`config.mk`:
```
export PLATFORM = sky130hd
export DESIGN_NAME = sd_serializer
export DESIGN_NICKNAME = d
export VERILOG_FILES = /design/src/rtl/sd_serializer.sv
export SDC_FILE = /design/constraint.sdc
export NUM_CORES = 1
export LEC_CHECK = 0
export CELL_PAD_IN_SITES_DETAIL_PLACEMENT = 1
export CELL_PAD_IN_SITES_GLOBAL_PLACEMENT = 1
export CORE_ASPECT_RATIO = 0.8
export CORE_MARGIN = 2
export CORE_UTILIZATION = 30
export DETAILED_ROUTE_END_ITERATION = 16
export PLACE_DENSITY_LB_ADDON = 0.3
export SLEW_MARGIN = 20
export SYNTH_ARGS = -nofsm -noshare
export SYNTH_HDL_FRONTEND = slang
export SYNTH_SLANG_ARGS = --single-unit
```
`constraint.sdc`:
```
create_clock -name clk -period 1.3 [get_ports clk]
set_input_delay 0.13 -clock clk [delete_from_list [all_inputs] [get_ports clk]]
set_output_delay 0.13 -clock clk [all_outputs]
set_load 0.005 [all_outputs]
```
`src/rtl/sd_serializer.sv`:
```
// sd_serializer: srdy/drdy width-down converter. Takes one wide word of
// `ratio` beats and emits 1..ratio narrow beats, flagging the last with
// p_last. A new word is accepted in the cycle the last beat is taken.
module sd_serializer #(
    parameter int pwidth = 8,
    parameter int ratio  = 4,
    parameter int lenw   = 2
) (
    input  logic                      clk,
    input  logic                      reset,
    input  logic                      c_srdy,
    output logic                      c_drdy,
    input  logic [ratio*pwidth-1:0]   c_data,
    input  logic [lenw-1:0]           c_len,
    output logic                      p_srdy,
    input  logic                      p_drdy,
    output logic [pwidth-1:0]         p_data,
    output logic                      p_last
);

    // Shift register keeps at least one beat of storage so ratio=1 stays legal.
    localparam int SRW = (ratio > 1) ? (ratio - 1) * pwidth : pwidth;
    localparam logic [lenw-1:0] MAXLEN = lenw'(ratio - 1);

    typedef enum logic {
        S_IDLE = 1'b0,
        S_SEND = 1'b1
    } state_t;

    state_t            state_q, state_d;
    logic [pwidth-1:0] data_q, data_d;
    logic              last_q, last_d;
    logic [SRW-1:0]    sr_q, sr_d;
    logic [lenw-1:0]   len_q, len_d;
    logic [lenw-1:0]   cnt_q, cnt_d;

    logic [SRW-1:0]    c_upper;
    logic [lenw-1:0]   c_len_clamped;
    logic [lenw-1:0]   cnt_inc;
    logic              accept;
    logic              take;

    generate
        if (ratio > 1) begin : g_upper
            assign c_upper = c_data[ratio*pwidth-1:pwidth];
        end else begin : g_no_upper
            assign c_upper = '0;
        end

        // Clamp only exists when c_len can encode more beats than a word holds.
        if ((2 ** lenw) > ratio) begin : g_clamp
            assign c_len_clamped = (c_len > MAXLEN) ? MAXLEN : c_len;
        end else begin : g_no_clamp
            assign c_len_clamped = c_len;
        end
    endgenerate

    assign p_srdy  = (state_q == S_SEND);
    assign p_data  = data_q;
    assign p_last  = last_q;
    assign c_drdy  = reset && (!p_srdy || (p_drdy && p_last));
    assign accept  = c_srdy && c_drdy;
    assign take    = p_srdy && p_drdy;
    assign cnt_inc = cnt_q + lenw'(1);

    // Next-state: advance through stored beats, load a new word, or go idle.
    always_comb begin
        state_d = state_q;
        data_d  = data_q;
        last_d  = last_q;
        sr_d    = sr_q;
        len_d   = len_q;
        cnt_d   = cnt_q;
        if (take && !last_q) begin
            data_d = sr_q[pwidth-1:0];
            sr_d   = sr_q >> pwidth;
            cnt_d  = cnt_inc;
            last_d = (cnt_inc == len_q);
        end else if (accept) begin
            state_d = S_SEND;
            data_d  = c_data[pwidth-1:0];
            sr_d    = c_upper;
            len_d   = c_len_clamped;
            cnt_d   = '0;
            last_d  = (c_len_clamped == '0);
        end else if (take) begin
            state_d = S_IDLE;
            last_d  = 1'b0;
        end
    end

    // State register with asynchronous active-low clear.
    always_ff @(posedge clk or negedge reset) begin
        if (!reset) begin
            state_q <= S_IDLE;
            data_q  <= '0;
            last_q  <= 1'b0;
            sr_q    <= '0;
            len_q   <= '0;
            cnt_q   <= '0;
        end else begin
            state_q <= state_d;
            data_q  <= data_d;
            last_q  <= last_d;
            sr_q    <= sr_d;
            len_q   <= len_d;
            cnt_q   <= cnt_d;
        end
    end

endmodule

```
==> impl_metrics.py <==
metrics = {
    "run_status": {
        "outcome": "finished with violations",
        "failed_checks": "negative setup slack",
    },
    "global_route": {
        "global_route.usage.total": 0.150,
        "grt_first_pass_wirelength_mm": 7.31,
        "remaining_overflow_grt": 0,
        "antenna_found_initial": 0,
        "grt_pass1_vias": 1462,
        "grt_max_degree": 38,
    },
    "worst_setup_path": {
        "worst_setup_path_endpoint": "sr_q[0]$_DFFE_PN0P_",
        "critical_path_arrival_ns": 1.63,
        "crit_fanout": 26,
        "worstReg2RegEnd": "sr_q[0]$_DFFE_PN0P_",
        "worst_r2r_path_depth": 5,
        "crit_path_start": "p_last$_DFFE_PN0P_",
        "critical_path_class": "flop to flop",
        "critPathMaxStageDelay_ns": 0.41,
        "timing.critical_path.from_type": "flop",
        "endpoint_required_time_on_the_critical_path_ns": 1.47,
        "regToRegSetupSlack_ns": -0.16,
        "cp_cell_sequence": "buf_6, and3b_2, a21oi_2, buf_12, a221o_1",
        "endpoint_kind": "flop",
        "worstReg2RegStart": "p_last$_DFFE_PN0P_",
        "timing.critical_path.slowest_stage_cell": "dfrtp_1",
    },
    "min_path": {
        "holdCritPathClass": "input port to async pin",
    },
    "sta": {
        "finalWorstPathRequiredPeriod_ns": 1.46,
        "setup-violations-final": 36,
        "timing_max_transition_violations_final": 0,
        "setup_ws_ns": -0.159,
        "hold_slack_ns": 0.0763,
        "hold_viol": 0,
        "min_period_over_period": 1.12,
        "worst_slew_margin_rel": 0.692,
        "setup_repair_after_global_routing_missed_its_margin": "yes",
        "clock_skew_ns": 0.00322,
        "max_freq_mhz": 685,
        "worstMarginPinSlew_ns": 0.461,
    },
    "drt": {
        "wl_per_cell_um": 16.3,
        "met3RoutedLength_um": 203,
        "drt-met1-wl_mm": 2.19,
        "wl_mm": 4.75,
        "drt_iter0_drc": 72,
        "met2RoutedLength_mm": 2.30,
        "drtAntennaViolNets": 0,
        "vias": 1396,
        "drc": 0,
        "drt_first_pass_iters": 4,
        "route.detailed.vias_per_inst": 4.78,
        "maxUsedRoutingLayer": "met4",
    },
    "synth": {
        "syn-cell-area_um2": 1730,
        "post_synth_inst_count": 147,
        "ys_ff_latch": 38,
        "ys_warn_count": 0,
        "synth.yosys.seq_area_share": 0.549,
        "synthesis.nets": 185,
        "synth-edff-count": 0,
        "avgSynthCellArea_um2": 11.8,
        "ys_async_sr_fraction": 1.00,
        "library_cells_used_by_synthesis": 25,
        "yosys_most_used_dff": "dfrtp_1",
    },
    "placement": {
        "post-dp-hpwl_mm": 3.31,
        "place.gp.congestion": 0.700,
        "place.port_buffers": 48,
        "placement.cell_area_um2": 2350,
    },
    "floorplan": {
        "die_w_um": 88.9,
        "initial_utilization": 0.313,
        "rows": 24,
        "placeableCoreArea_um2": 5530,
        "die_height_um": 72.0,
        "die_area_um2": 6400,
        "num_io_pins": 49,
    },
    "finish": {
        "nets": 251,
        "footprint_of_the_multi_input_gates_um2": 767,
        "syn_to_final_growth_pct": 51.4,
        "sequential_cell_area_um2": 951,
        "num_antenna_cells": 0,
        "final_util": 0.474,
        "mostFrequentLayoutCells": "dfrtp_1, clkdlybuf4s50_1, and2_1",
        "final_layout_size_suffix_gt1_frac": 0.243,
        "mostFrequentLayoutCell": "dfrtp_1",
        "total_non_filler_cell_area_in_the_finished_layout_um2": 2620,
        "num-fill-cells": 618,
    },
    "clock_network": {
        "cts_tree": "built",
        "cts_max_level": 2,
        "cts-root-to-sink-buffers": 2,
        "cts_sinks": 38,
        "ctsRootBufferMaster": "clkbuf_8",
        "path_clk_slew_ns": 0.07,
        "cts_bufs_inserted": 5,
        "clock_latency_ns": 0.29,
    },
    "power": {
        "worst_ir_drop_vdd_uv": 521,
        "total_leakage_power_uw": 0.00126,
        "powerDensity_nw_per_um2": 1790,
        "design_power_total_uw": 4690,
    },
    "run": {
        "timing.max_cap.violations": 0,
    },
}
registers in the layout, summed over array words and instances, names as in the netlist:
signal  cells
cnt_q       2
sr_q       24
p_srdy      1
p_last      1
p_data      8
len_q       2
timing repair:
action / CTS / global route
pin swaps: 0 / 10
setup buffers: 5 / 4
endpoints found under the setup margin: 38 / 45
hold buffers: 1 / 0
resized for setup: 7 / 40
cloned: 0 / 1
endpoints found under the hold margin: 1 / 0
metal layers:
layer / global-route usage / vias to the layer above
met2: 0.231 / 39
met4: 0.0448 / 0
met1: 0.212 / 675
met3: 0.0353 / 7
li1: - / 675
met5: 0 / -
Yosys cell counts, drive strengths merged, types with 2 or more instances:
master | number | share of area
a21oi | 2 | 0.0079
nor2b | 3 | 0.011
nand2 | 10 | 0.022
buf | 8 | 0.041
dfrtp | 38 | 0.55
o21ai | 9 | 0.026
and2 | 27 | 0.099
nand3 | 8 | 0.023
mux2 | 3 | 0.020
clkbuf | 3 | 0.0065
a221o | 24 | 0.14
nand2b | 2 | 0.0072
through the flow:
stage | worst slack, ns | setup TNS (ns) | instances
final | -0.159 | -4.44 | 292
after global routing | -0.213 | -5.96 | 292
after CTS | -0.175 | -3.58 | 287
after detailed placement | -0.360 | -10.74 | 273
after global placement | -0.299 | -8.52 | 273
after floorplan | -0.127 | -2.85 | 147
worst min-delay path by stage:
stage / from / to / cells after the start
2_1_floorplan: reset / cnt_q[0]$_DFFE_PN0P_ / 0
3_3_place_gp: reset / p_srdy$_DFFE_PN0P_ / 2
3_5_place_dp: reset / p_srdy$_DFFE_PN0P_ / 2
4_1_cts: reset / cnt_q[1]$_DFFE_PN0P_ / 3
5_1_grt: reset / sr_q[20]$_DFFE_PN0P_ / 3
6_report: reset / sr_q[18]$_DFFE_PN0P_ / 3
power by group:
group | total (µW) | internal, µW | switching (µW) | leakage (µW)
logic | 1930 | 1170 | 762 | 0.000716
registers | 1930 | 1630 | 292 | 0.000495
clock network | 841 | 428 | 413 | 0.0000482
total | 4690 | 3230 | 1470 | 0.00126
worst max-delay path: cells and delay by family (launching register included):
| family | cells | cell delay [ns] |
|---|---|---|
| flops | 1 | 0.41 |
| simple gates | 1 | 0.27 |
| buf+inv | 2 | 0.29 |
| compound gates | 2 | 0.37 |
cell families (layout without fill, tap and decap cells):
logic type / after synthesis / in the layout / synth area share
simple gates: 53 / 53 / 0.177
buf+inv: 11 / 78 / 0.0477
mux: 4 / 4 / 0.0253
compound gates: 40 / 40 / 0.196
xor+xnor: 1 / 1 / 0.00506
flops: 38 / 38 / 0.549
area by class of cell:
type                    instances  area share
clock buffers                   7      0.0329
clock inverters                 1     0.00191
multi-input cells              98       0.293
flip-flops and latches         38       0.363
well taps                      78      0.0372
repair buffers                 70       0.273
Note: power is estimated with default switching activity, not from simulation.
